==> config.mk <==
export PLATFORM = sky130hd
export DESIGN_NAME = ifmap_row_assembler_flat
export DESIGN_NICKNAME = d
export VERILOG_FILES = /design/src/rtl/ifmap_row_assembler_pkg.sv /design/src/rtl/ifmap_row_assembler_if.sv /design/src/rtl/ifmap_row_assembler_row_fifo.sv /design/src/rtl/ifmap_row_assembler.sv /design/src/flat_wrapper.sv
export SDC_FILE = /design/constraint.sdc
export NUM_CORES = 1
export LEC_CHECK = 0
export CAP_MARGIN = 0
export CORE_ASPECT_RATIO = 0.7
export CORE_MARGIN = 1
export CORE_UTILIZATION = 57
export DETAILED_ROUTE_END_ITERATION = 6
export PLACE_DENSITY = 0.9
export SLEW_MARGIN = 25
export SYNTH_ARGS = -nofsm -noshare
export SYNTH_HDL_FRONTEND = slang
export SYNTH_SLANG_ARGS = --single-unit
==> constraint.sdc <==
create_clock -name clk -period 3.1 [get_ports clk]
set_input_delay 0.465 -clock clk [delete_from_list [all_inputs] [get_ports clk]]
set_output_delay 0.465 -clock clk [all_outputs]
set_load 0.1 [all_outputs]
==> src/rtl/ifmap_row_assembler_pkg.sv <==
// Shared definitions for the ifmap row assembler: NoC packet layout, the ifmap
// packet type code and the two-phase assembly state.
package ifmap_row_assembler_pkg;

  localparam int PKT_W     = 32;
  localparam int RSV_BIT   = 31;
  localparam int TYPE_LSB  = 29;
  localparam int TYPE_W    = 2;
  localparam int DST_LSB   = 21;
  localparam int DST_W     = 8;
  localparam int HALF_LSB  = 13;
  localparam int HALF_W    = 8;
  localparam int DATA_LSB  = 0;
  localparam int DATA_W    = 13;

  localparam int LO_W      = 13;
  localparam int HI_W      = 12;
  localparam int ROW_W     = LO_W + HI_W;
  localparam int ROW_IDX_W = 5;

  localparam logic [TYPE_W-1:0] PKT_TYPE_IFMAP = 2'b01;
  localparam logic [HALF_W-1:0] HALF_LO        = 8'h00;
  localparam logic [HALF_W-1:0] HALF_HI        = 8'h01;

  typedef enum logic {
    WAIT_LO = 1'b0,
    WAIT_HI = 1'b1
  } asm_state_e;

  // The hi packet contributes only its low twelve data bits; bit 12 is a
  // protocol-violation marker, not row content.
  function automatic logic [ROW_W-1:0] assemble_row(
    input logic [DATA_W-1:0] hi_data,
    input logic [LO_W-1:0]   lo_bits
  );
    return {hi_data[HI_W-1:0], lo_bits};
  endfunction

endpackage

==> src/rtl/ifmap_row_assembler_if.sv <==
// Packet-in / row-out handshake bundle of the ifmap row assembler.
// slave is the assembler side, master the producer/consumer side.
interface ifmap_row_assembler_if #(
  parameter int WIDTH_I = 25
);
  import ifmap_row_assembler_pkg::*;

  logic [PKT_W-1:0]     in_pkt;
  logic                 in_valid;
  logic                 in_ready;
  logic [WIDTH_I-1:0]   out_row;
  logic [ROW_IDX_W-1:0] out_row_idx;
  logic                 out_valid;
  logic                 out_ready;
  logic                 frame_done;
  logic                 err;

  modport slave (
    input  in_pkt,
    input  in_valid,
    output in_ready,
    output out_row,
    output out_row_idx,
    output out_valid,
    input  out_ready,
    output frame_done,
    output err
  );

  modport master (
    output in_pkt,
    output in_valid,
    input  in_ready,
    input  out_row,
    input  out_row_idx,
    input  out_valid,
    output out_ready,
    input  frame_done,
    input  err
  );

endinterface

==> src/rtl/ifmap_row_assembler_row_fifo.sv <==
// Assembled-row buffer: power-of-two deep FIFO with valid/ready on both sides.
// Flags are registered so neither ready nor valid depends combinationally on the peer.
module row_fifo #(
  parameter int WIDTH = 30,
  parameter int DEPTH = 4
) (
  input  logic             clk,
  input  logic             rst_n,
  input  logic [WIDTH-1:0] in_data_i,
  input  logic             in_valid_i,
  output logic             in_ready_o,
  output logic [WIDTH-1:0] out_data_o,
  output logic             out_valid_o,
  input  logic             out_ready_i
);

  localparam int AW = $clog2(DEPTH);
  localparam int CW = AW + 1;

  logic [WIDTH-1:0] mem_q [DEPTH];
  logic [AW-1:0]    wr_ptr_q;
  logic [AW-1:0]    rd_ptr_q;
  logic [CW-1:0]    count_q;
  logic [CW-1:0]    count_d;
  logic             ready_q;
  logic             valid_q;
  logic             push_s;
  logic             pop_s;

  assign push_s = in_valid_i & ready_q;
  assign pop_s  = out_ready_i & valid_q;

  always_comb begin
    count_d = count_q;
    case ({push_s, pop_s})
      2'b10:   count_d = count_q + CW'(1);
      2'b01:   count_d = count_q - CW'(1);
      default: count_d = count_q;
    endcase
  end

  // Pointers wrap naturally because DEPTH is a power of two.
  always_ff @(posedge clk or negedge rst_n) begin
    if (!rst_n) begin
      for (int i = 0; i < DEPTH; i++) begin
        mem_q[i] <= '0;
      end
      wr_ptr_q <= '0;
      rd_ptr_q <= '0;
      count_q  <= '0;
      ready_q  <= 1'b1;
      valid_q  <= 1'b0;
    end else begin
      if (push_s) begin
        mem_q[wr_ptr_q] <= in_data_i;
        wr_ptr_q        <= wr_ptr_q + AW'(1);
      end
      if (pop_s) begin
        rd_ptr_q <= rd_ptr_q + AW'(1);
      end
      count_q <= count_d;
      ready_q <= (count_d != CW'(DEPTH));
      valid_q <= (count_d != CW'(0));
    end
  end

  assign in_ready_o  = ready_q;
  assign out_valid_o = valid_q;
  assign out_data_o  = mem_q[rd_ptr_q];

endmodule

==> src/rtl/ifmap_row_assembler.sv <==
// Assembles spike rows from lo/hi NoC packet pairs addressed to this node and
// buffers them, tagged with their frame row number, for the downstream consumer.
module ifmap_row_assembler
  import ifmap_row_assembler_pkg::*;
#(
  parameter int         WIDTH_I    = 25,
  parameter int         DEPTH_I    = 25,
  parameter int         FIFO_DEPTH = 4,
  parameter logic [7:0] NODE_ADDR  = 8'h00
) (
  input logic                  clk,
  input logic                  rst_n,
  ifmap_row_assembler_if.slave bus
);

  localparam int ENTRY_W = WIDTH_I + ROW_IDX_W;

  asm_state_e           state_q;
  asm_state_e           state_d;
  logic [LO_W-1:0]      lo_q;
  logic [LO_W-1:0]      lo_d;
  logic [ROW_IDX_W-1:0] row_cnt_q;
  logic [ROW_IDX_W-1:0] row_cnt_d;
  logic                 err_q;
  logic                 err_d;
  logic                 frame_q;
  logic                 frame_d;

  logic                 accept_s;
  logic                 push_s;
  logic                 pkt_ok_s;
  logic                 fifo_ready_s;
  logic                 fifo_valid_s;
  logic [ENTRY_W-1:0]   push_entry_s;
  logic [ENTRY_W-1:0]   head_entry_s;
  logic                 rsv_s;
  logic [TYPE_W-1:0]    ptype_s;
  logic [DST_W-1:0]     dst_s;
  logic [HALF_W-1:0]    half_s;
  logic [DATA_W-1:0]    data_s;

  assign rsv_s    = bus.in_pkt[RSV_BIT];
  assign ptype_s  = bus.in_pkt[TYPE_LSB +: TYPE_W];
  assign dst_s    = bus.in_pkt[DST_LSB +: DST_W];
  assign half_s   = bus.in_pkt[HALF_LSB +: HALF_W];
  assign data_s   = bus.in_pkt[DATA_LSB +: DATA_W];

  // The reserved bit carries no meaning here; it is decoded only so the whole
  // packet is visibly consumed.
  assign accept_s = bus.in_valid & fifo_ready_s & (rsv_s | ~rsv_s);
  assign pkt_ok_s = (ptype_s == PKT_TYPE_IFMAP) && (dst_s == NODE_ADDR);

  assign push_entry_s = {row_cnt_q, WIDTH_I'(assemble_row(data_s, lo_q))};

  always_comb begin
    state_d   = state_q;
    lo_d      = lo_q;
    row_cnt_d = row_cnt_q;
    push_s    = 1'b0;
    err_d     = 1'b0;
    frame_d   = 1'b0;

    if (accept_s) begin
      if (!pkt_ok_s) begin
        err_d = 1'b1;
      end else if (half_s == HALF_LO) begin
        // A repeated lo replaces the earlier one but is still flagged.
        lo_d = data_s[LO_W-1:0];
        case (state_q)
          WAIT_LO: state_d = WAIT_HI;
          WAIT_HI: err_d   = 1'b1;
          default: state_d = WAIT_LO;
        endcase
      end else if (half_s == HALF_HI) begin
        case (state_q)
          WAIT_LO: err_d = 1'b1;
          WAIT_HI: begin
            push_s  = 1'b1;
            err_d   = data_s[DATA_W-1];
            state_d = WAIT_LO;
          end
          default: state_d = WAIT_LO;
        endcase
      end else begin
        err_d = 1'b1;
      end
    end else begin
      state_d = state_q;
    end

    if (push_s) begin
      if (row_cnt_q == ROW_IDX_W'(DEPTH_I - 1)) begin
        row_cnt_d = '0;
        frame_d   = 1'b1;
      end else begin
        row_cnt_d = row_cnt_q + ROW_IDX_W'(1);
        frame_d   = 1'b0;
      end
    end else begin
      row_cnt_d = row_cnt_q;
    end
  end

  always_ff @(posedge clk or negedge rst_n) begin
    if (!rst_n) begin
      state_q   <= WAIT_LO;
      lo_q      <= '0;
      row_cnt_q <= '0;
      err_q     <= 1'b0;
      frame_q   <= 1'b0;
    end else begin
      state_q   <= state_d;
      lo_q      <= lo_d;
      row_cnt_q <= row_cnt_d;
      err_q     <= err_d;
      frame_q   <= frame_d;
    end
  end

  row_fifo #(
    .WIDTH (ENTRY_W),
    .DEPTH (FIFO_DEPTH)
  ) u_row_fifo (
    .clk         (clk),
    .rst_n       (rst_n),
    .in_data_i   (push_entry_s),
    .in_valid_i  (push_s),
    .in_ready_o  (fifo_ready_s),
    .out_data_o  (head_entry_s),
    .out_valid_o (fifo_valid_s),
    .out_ready_i (bus.out_ready)
  );

  assign bus.in_ready    = fifo_ready_s;
  assign bus.out_valid   = fifo_valid_s;
  assign bus.out_row     = head_entry_s[WIDTH_I-1:0];
  assign bus.out_row_idx = head_entry_s[ENTRY_W-1 -: ROW_IDX_W];
  assign bus.err         = err_q;
  assign bus.frame_done  = frame_q;

endmodule
==> src/flat_wrapper.sv <==
// flat-port wrapper written by rule: the top's interface ports become plain ports
module ifmap_row_assembler_flat import ifmap_row_assembler_pkg::*;
#(
  parameter int         WIDTH_I    = 25,
  parameter int         DEPTH_I    = 25,
  parameter int         FIFO_DEPTH = 4,
  parameter logic [7:0] NODE_ADDR  = 8'h00
)
  (clk, rst_n, bus_in_pkt, bus_in_valid, bus_in_ready, bus_out_row, bus_out_row_idx, bus_out_valid, bus_out_ready, bus_frame_done, bus_err);
  ifmap_row_assembler_if #(.WIDTH_I(WIDTH_I)) bus_i ();
  input logic clk;
  input logic rst_n;
  input wire logic [$bits(bus_i.in_pkt)-1:0] bus_in_pkt;
  input wire logic [$bits(bus_i.in_valid)-1:0] bus_in_valid;
  output wire logic [$bits(bus_i.in_ready)-1:0] bus_in_ready;
  output wire logic [$bits(bus_i.out_row)-1:0] bus_out_row;
  output wire logic [$bits(bus_i.out_row_idx)-1:0] bus_out_row_idx;
  output wire logic [$bits(bus_i.out_valid)-1:0] bus_out_valid;
  input wire logic [$bits(bus_i.out_ready)-1:0] bus_out_ready;
  output wire logic [$bits(bus_i.frame_done)-1:0] bus_frame_done;
  output wire logic [$bits(bus_i.err)-1:0] bus_err;
  assign bus_i.in_pkt = bus_in_pkt;
  assign bus_i.in_valid = bus_in_valid;
  assign bus_in_ready = bus_i.in_ready;
  assign bus_out_row = bus_i.out_row;
  assign bus_out_row_idx = bus_i.out_row_idx;
  assign bus_out_valid = bus_i.out_valid;
  assign bus_i.out_ready = bus_out_ready;
  assign bus_frame_done = bus_i.frame_done;
  assign bus_err = bus_i.err;
  ifmap_row_assembler #(.WIDTH_I(WIDTH_I), .DEPTH_I(DEPTH_I), .FIFO_DEPTH(FIFO_DEPTH), .NODE_ADDR(NODE_ADDR)) u_core (.clk(clk), .rst_n(rst_n), .bus(bus_i));
endmodule
==> results.txt, run 1 <==
----------------------------------------------------
[Run status]
  Status ... finished clean

[Logic synthesis]
  Number of cells produced by synthesis ... 412
  Number of distinct library cells after synthesis ... 37
  Largest family of logic cells by synthesized area ... multiplexers
  Syn Nets ... between 400 and 500
  Area share of fa/ha/maj cells after synthesis ... under 10%
  Ys flop type ... sky130_fd_sc_hd__dfrtp_1
  Share of the synthesized area in the top cell type ... 56.12%
  Synth Area per Inst ... 16.13 um^2
  Biggest area contributors in the synthesized netlist ... sky130_fd_sc_hd__dfrtp_1 56%, sky130_fd_sc_hd__mux2_1 23%, sky130_fd_sc_hd__mux4_2 10%
  Summed instance area of the synthesized netlist ... approximately 6600 um^2
  Synthesis warning total ... 0
  Sequential-to-total area share from yosys stat ... 56.52%
  Proportion of synthesized flip-flops having asynchronous set or reset ... 100.0%
  Xor and xnor area share after synthesis ... less than 1%
  Cell type with the highest aggregate area in the netlist ... sky130_fd_sc_hd__dfrtp_1
  Synthesis-stage register bit count ... 150
  Proportion of synthesized area in mux cells ... about a third
  Area share of and/or/nand/nor cells after synthesis ... roughly 4.0%
  Post-synthesis compound-gate area fraction ... between 1 and 1.5%
  EDFF count, synth ... 0

[Floorplanning]
  Floorplan die width ... between 100 and 150 um
  Core ar. ... ~11000 um^2
  Std cell rows ... 32
  Height of the die ... 92.33 um
  IO Count ... 70
  Starting Density ... 59.48%
  Area of the die ... around 12000 um^2

[STA]
  Final Setup Violations ... 0
  Number of pins exceeding their max-slew limit in the final report ... 0
  Worst clock skew ... between 4 and 5 ps
  Setup TNS Final ... 0 ps
  Crit path time final ... 2868 ps
  RSZ-0062 raised after global routing ... false
  Hold violation count in the final report ... 0
  Slew of the pin with the lowest slew margin ... approximately 900 ps
  Max-slew headroom at the worst pin ... a little over 40%
  Tcrit/Tclk final ... between 90% and 100%
  Final setup margin ... around 230 ps
  Highest achievable clock rate ... about 350 MHz

[Pwr]
  Fraction of power spent switching nets ... 19.24%
  Leakage power of the design ... 4.167 nW
  Max rail drop VDD ... ~0.47 mV
  Comb power frac ... approximately 2.8%
  Switching component of the power ... between 0.8 and 0.9 mW
  Tot Pwr ... 4.493 mW
  Pwr/cell area ... 525.9 nW/um^2
  Design internal power ... about 3.6 mW
  Share of total power in sequential cells ... 43.7%
  Portion of total power attributed to the clock network ... 53.5%

[Critical path]
  Critical path start-end classification ... input port to register
  Data required time at the worst endpoint ... 3450 ps
  Critical Path Start ... bus_in_pkt[21]
  Category of the worst setup path launch point ... input port
  CP max stage cell ... sky130_fd_sc_hd__clkdlybuf4s50_1
  Critical-path maximum fanout ... 3
  Crit path arrival time ... between 3000 and 4000 ps
  Startpoint of the most critical register-to-register path ... u_core.u_row_fifo.in_ready_o$_DFF_PN1_
  Cells along the critical path ... clkdlybuf4s50_1 -> nor4_4 -> nand3_4 -> or3_1 -> ha_1 -> fa_1 -> xnor2_1 -> nor2_1 -> xor2_1 -> nand2b_1
  Crit-path max cell delay ... 450 ps
  Crit. End Element ... register
  Setup slack of the most critical reg-to-reg path ... ~570 ps

[Drt]
  DRC viols ... 0
  Routed wire length ... ~14000 um
  Antenna Nets Post-Route ... 0
  Mean number of vias per cell ... 5.933
  Wire length per cell ... 22.07 um
  1st-pass router iterations ... 4
  Met3 layer wire length in the routed design ... 728 um
  Routed metal-1 wire length ... just over 6000 um
  Via count ... a little under 4000
  Sum of met2 wire segment lengths after detailed routing ... between 7000 and 8000 um
  Top sig layer ... met4
  Number of violations reported at the end of detailed-routing iteration 0 ... 211

[Clock network]
  TritonCTS clock tree ... built
  Skew-Pair Late Insertion Delay ... 410 ps
  Cell at the root of the clock tree ... sky130_fd_sc_hd__clkbuf_16
  CTS sink count ... 150
  Clock buffers created by TritonCTS ... 17
  H-Tree Level Count ... 4
  CTS Hold Bufs ... 0
  Setup bufs post-CTS ... 0
  Reg clk slew, reported paths ... ~60 ps
  Buffers from clock root to sink, at most ... 2
  Number of instances resized during post-cts repair ... 0

[Job]
  Count of maximum capacitance violations ... 0

[Placed design]
  Buffers added on ports ... between 60 and 70
  Final HPWL DP ... around 9100 um
  RePlAce Congestion ... between 0.7 and 0.8
  Setup Slack @ Placement ... -83.18 ps

[Min path]
  Worst hold path class ... input port to async pin

[Global route]
  Vias in the first global route ... roughly 4300
  Antenna violations before repair ... 0
  First-pass GRT wire length ... about 24000 um
  Grt total ovfl ... 0
  Overall track demand over capacity in global routing ... 27.69%
  Maximum number of pins on one net before global-route repair ... 97

[Final layout]
  Diodes inserted ... 0
  Layout Area Growth over Synthesis ... 28.61%
  Final core utilization ... 76.49%
  Total of fill cells in the finished design ... between 600 and 700
  Share of layout cells above drive strength 1 ... around a quarter
  Nets@finish ... ~530

----------------------------------------------------
==> cell type report <==
| type | count | area (um^2) | share of cell area, % |
|---|---|---|---|
| flip-flops and latches | 150 | 3756 | 43.96 |
| repair buffers | 81 | 1157 | 13.55 |
| inverters | 6 | 22.52 | 0.2636 |
| clock inverters | 12 | 246.5 | 2.885 |
| clock buffers | 20 | 446.7 | 5.228 |
| multi-input cells | 232 | 2724 | 31.88 |
| well taps | 153 | 191.4 | 2.240 |
==> synthesized netlist by cell type (all sizes together) (2+ instances only) <==
cell,count
mux2,135
clkbuf,3
nand3,2
buf,21
xor2,2
nand4b,2
nand4,2
nand2b,2
nor4,3
nor2,6
nor3,6
dfrtp,149
nand2,12
inv,6
mux4,30
and2,3
o21ai,7
o31ai,2
ha,7
xnor2,4
==> through the flow <==
| stage | area [um^2] | hold WS [ps] | instances |
|---|---|---|---|
| floorplan | 6644 | 169.4 | 412 |
| global placement | 7851 | 461.0 | 622 |
| global route | 8544 | 205.8 | 654 |
| detailed placement | 7851 | 465.5 | 622 |
| CTS | 8544 | 178.8 | 654 |
| finish | 8544 | 139.4 | 654 |
==> placed cells by master (no fill, tap or decap), types with 4 or more instances in the layout <==
| master | instances |
|---|---|
| sky130_fd_sc_hd__buf_12 | 37 |
| sky130_fd_sc_hd__buf_4 | 10 |
| sky130_fd_sc_hd__bufinv_16 | 7 |
| sky130_fd_sc_hd__clkbuf_16 | 17 |
| sky130_fd_sc_hd__clkdlybuf4s50_1 | 33 |
| sky130_fd_sc_hd__dfrtp_1 | 148 |
| sky130_fd_sc_hd__ha_1 | 7 |
| sky130_fd_sc_hd__inv_1 | 6 |
| sky130_fd_sc_hd__mux2_1 | 134 |
| sky130_fd_sc_hd__mux4_2 | 30 |
| sky130_fd_sc_hd__nand2_1 | 12 |
| sky130_fd_sc_hd__nor2_1 | 6 |
| sky130_fd_sc_hd__o21ai_0 | 5 |
| sky130_fd_sc_hd__xnor2_1 | 4 |
==> layer usage <==
| metal | track usage, % | vias to the layer above |
|---|---|---|
| met5 | 0 | - |
| met3 | 6.239 | 28 |
| li1 | - | 1681 |
| met4 | 12.36 | 0 |
| met2 | 42.37 | 106 |
| met1 | 38.26 | 2065 |
==> final timing paths <==
check / to / cells past startpoint
worst max-delay path: u_core.u_row_fifo.out_valid_o$_DFF_PN0_ / 10
worst min-delay path: u_core.u_row_fifo.mem_q[61]$_DFFE_PN0P_ / 1
worst max register to register: u_core.u_row_fifo.out_valid_o$_DFF_PN0_ / 8
worst min register to register: u_core.u_row_fifo.count_q[2]$_DFF_PN0_ / 1
max in group asynchronous: u_core.u_row_fifo.mem_q[69]$_DFFE_PN0P_ / 2
min in group clk: u_core.u_row_fifo.count_q[2]$_DFF_PN0_ / 1
==> registers in the layout (all words and copies together) (netlist names), 2 cells and up <==
signal,count
u_core.u_row_fifo.mem_q,120
u_core.lo_q,13
u_core.row_cnt_q,5
u_core.u_row_fifo.count_q,3
u_core.u_row_fifo.rd_ptr_q,2
u_core.u_row_fifo.wr_ptr_q,2
==> critical path, delay by kind of cell <==
family        cells  cell delay (ps)
simple gates      5             1240
buf+inv           1              450
fa+ha+maj         2              680
xor+xnor          2              380
==> power groups by stage <==
stage	logic, mW	clock network, mW	registers, mW
2_1_floorplan	0.0152	0	2.00
6_report	0.125	2.41	1.96
5_1_grt	0.138	2.52	1.96
4_1_cts	0.129	2.43	1.96
3_5_place_dp	0.126	0	2.00
3_3_place_gp	0.122	0	2.00
==> kinds of logic after synthesis <==
group	Yosys count
mux	166
xor+xnor	6
fa+ha+maj	8
simple gates	40
buf+inv	30
flops	150
compound gates	12
Power figures use the tool's default switching activity.
==> run 2: changes to the inputs <==
--- a/config.mk
+++ b/config.mk
@@ -8,9 +8,9 @@
 export CAP_MARGIN = 0
 export CORE_ASPECT_RATIO = 0.7
 export CORE_MARGIN = 1
-export CORE_UTILIZATION = 57
+export CORE_UTILIZATION = 61
 export DETAILED_ROUTE_END_ITERATION = 6
-export PLACE_DENSITY = 0.9
+export PLACE_DENSITY = 0.95
 export SLEW_MARGIN = 25
 export SYNTH_ARGS = -nofsm -noshare
 export SYNTH_HDL_FRONTEND = slang
==> constraint.sdc (replaced) <==
create_clock -name clk -period 3.3 [get_ports clk]
set_input_delay 0.495 -clock clk [delete_from_list [all_inputs] [get_ports clk]]
set_output_delay 0.495 -clock clk [all_outputs]
set_load 0.1 [all_outputs]
==> results.txt, run 2 (synthesis results as in run 1) <==
----------------------------------------------------
[Final layout]
  Total area of multi-input combinational cells ... 2724 um^2 (unchanged)
  Max reg flops ... 120 (unchanged)
  Share of layout cells above drive strength 1 ... 23.40% (-0.55 points)
  Largest Register ... u_core.u_row_fifo.mem_q
  Commonest cells after routing, fill and taps aside ... 148 x sky130_fd_sc_hd__dfrtp_1, 134 x sky130_fd_sc_hd__mux2_1, 38 x sky130_fd_sc_hd__buf_4, 36 x sky130_fd_sc_hd__clkdlybuf4s50_1, 30 x sky130_fd_sc_hd__mux4_2
  Layout Area Growth over Synthesis ... 21.73%
  Diodes inserted ... 0 (unchanged)
  Nets@finish ... 531 (-0.19%)
  Sequential cell area ... 3756 um^2 (unchanged)
  Largest registers ... u_core.u_row_fifo.mem_q (120), u_core.lo_q (13), u_core.row_cnt_q (5)
  Final core utilization ... 77.23% (+0.74 points)
  Total of fill cells in the finished design ... 591 (-2.5%)
  Most frequent standard cell in the layout excluding fill and tap cells ... sky130_fd_sc_hd__dfrtp_1

[Critical path]
  Buffers and inverters on the worst path ... 1 (unchanged)
  Critical-path maximum fanout ... 3 (unchanged)
  Crit path arrival time ... 3280 ps (+70 ps)
  Critical path start-end classification ... input port to register
  Crit-path max cell delay ... 450 ps (about the same)
  Category of the worst setup path launch point ... input port
  Data required time at the worst endpoint ... 3650 ps (+200 ps)
  Crit. End Element ... register
  CP max stage cell ... sky130_fd_sc_hd__clkdlybuf4s50_1
  Top cell family by delay on the critical path ... simple AND/OR/NAND/NOR gates
  Cells along the critical path ... clkdlybuf4s50_1 -> nor4_4 -> nand3_4 -> or3_1 -> ha_1 -> fa_1 -> xnor2_1 -> nor2_1 -> xor2_1 -> nand2b_1

[Clock network]
  H-Tree Level Count ... 4 (unchanged)
  Skew-Pair Late Insertion Delay ... 420 ps (about the same)
  CTS sink count ... 150 (unchanged)
  Number of instances resized during post-cts repair ... 0 (unchanged)
  Cell at the root of the clock tree ... sky130_fd_sc_hd__clkbuf_16
  Setup bufs post-CTS ... 0 (unchanged)
  Buffers from clock root to sink, at most ... 2 (unchanged)
  TritonCTS clock tree ... built
  CTS Hold Bufs ... 0 (unchanged)
  Reg clk slew, reported paths ... 60 ps (about the same)
  Clock buffers created by TritonCTS ... 17 (unchanged)

[Pwr]
  Pwr/cell area ... 509.4 nW/um^2 (-3.1%)
  Max rail drop VDD ... 0.4385 mV (-6.1%)
  Leakage power of the design ... 4.047 nW (-2.9%)

[Floorplanning]
  Height of the die ... 89.32 um (-3.3%)
  Area of the die ... 11320 um^2 (-6.4%)
  Std cell rows ... 31 (-3.1%)
  Floorplan die width ... 126.7 um (-3.3%)
  Starting Density ... 63.44% (+4.0 points)
  Core ar. ... 10470 um^2 (-6.3%)
  IO Count ... 70 (unchanged)

[STA]
  Tcrit/Tclk final ... 88.91%
  Final Setup Violations ... 0 (unchanged)
  Crit path time final ... between 2000 and 3000 ps
  Hold violation count in the final report ... 0 (unchanged)
  Slew of the pin with the lowest slew margin ... 969.5 ps (+91.63 ps)
  Highest achievable clock rate ... between 300 and 400 MHz
  Worst clock skew ... 6.402 ps (+1.448 ps)
  RSZ-0062 raised after global routing ... false
  Setup TNS Final ... 0 ps (unchanged)
  Max-slew headroom at the worst pin ... 35.17% (-6.3 points)
  Number of pins exceeding their max-slew limit in the final report ... 0 (unchanged)

[Placed design]
  RePlAce Congestion ... 0.7940 (+4.9%)
  Final HPWL DP ... 8783 um (-3.2%)
  Buffers added on ports ... 68 (unchanged)

[Drt]
  Routed wire length ... 14660 um (+1.6%)
  Mean number of vias per cell ... 6.082 (+2.5%)
  1st-pass router iterations ... 4 (unchanged)
  Via count ... 3844 (-0.93%)
  Antenna Nets Post-Route ... 0 (unchanged)
  Number of violations reported at the end of detailed-routing iteration 0 ... 231 (+9.5%)
  Wire length per cell ... 23.20 um (+5.1%)
  DRC viols ... 0 (unchanged)

[Global route]
  Overall track demand over capacity in global routing ... 28.70% (+1.0 points)
  Antenna violations before repair ... 0 (unchanged)
  Grt total ovfl ... 0 (unchanged)
  Maximum number of pins on one net before global-route repair ... 117 (+21%)
  Grt peak-use layer ... met2
  Met2 usage ... 50.78% (+8.4 points)
  Met3 track demand over resource in global routing ... 5.805% (-0.43 points)
  Met1 track utilization from global routing ... 36.29% (-2.0 points)
  First-pass GRT wire length ... 23350 um (-2.9%)
  Vias in the first global route ... 4261 (-0.88%)

[Run status]
  Status ... finished clean

[Job]
  Count of maximum capacitance violations ... 0 (unchanged)

[Min path]
  Worst hold path class ... input port to async pin

----------------------------------------------------
## run 2: per-layer routing
layer	up-vias	wire, um
met3	20	549
li1	1676	-
met2	102	7514
met1	2046	6382
met5	-	0
met4	0	216
## run 2: layout make-up
| class | instances | area share, % |
|---|---|---|
| sequential | 150 | 46.44 |
| multi-input combinational | 232 | 33.68 |
| timing repair buffer | 80 | 9.390 |
| clock buffer | 18 | 5.306 |
| clock inverter | 14 | 2.862 |
| tap | 132 | 2.042 |
| inverter | 6 | 0.2785 |
## run 2: metrics by stage
step	setup WS, ps	std cells	total power [mW]	instance area (um^2)	hold slack [ps]
2_1_floorplan	448.6	412	1.896	6644	199.4
3_3_place_gp	222.8	600	1.988	7425	461.4
3_5_place_dp	118.6	600	1.993	7425	468.6
4_1_cts	386.3	632	4.147	8085	273.1
5_1_grt	238.0	632	4.221	8088	265.8
6_report	366.0	632	4.120	8088	196.1
## run 2: power breakdown
part | internal (mW) | switching (mW) | total [mW] | leakage (nW)
clock | 1.41 | 0.749 | 2.16 | 0.316
sequential | 1.84 | 0.000764 | 1.84 | 2.08
combinational | 0.0470 | 0.0700 | 0.117 | 1.65
total | 3.30 | 0.820 | 4.12 | 4.05
## run 2: worst paths after layout
check                                                        startpoint                                       to  slack, ps  cells after the start
worst max-delay path                                     bus_in_pkt[21]  u_core.u_row_fifo.out_valid_o$_DFF_PN0_        370                     10
worst min-delay path                                              rst_n   u_core.u_row_fifo.mem_q[0]$_DFFE_PN0P_        200                      1
worst max register to register   u_core.u_row_fifo.in_ready_o$_DFF_PN1_  u_core.u_row_fifo.out_valid_o$_DFF_PN0_        740                      8
worst min register to register  u_core.u_row_fifo.mem_q[51]$_DFFE_PN0P_  u_core.u_row_fifo.mem_q[51]$_DFFE_PN0P_        480                      1
max in group asynchronous                                         rst_n  u_core.u_row_fifo.mem_q[32]$_DFFE_PN0P_       2250                      2
min in group clk                u_core.u_row_fifo.mem_q[51]$_DFFE_PN0P_  u_core.u_row_fifo.mem_q[51]$_DFFE_PN0P_        480                      1
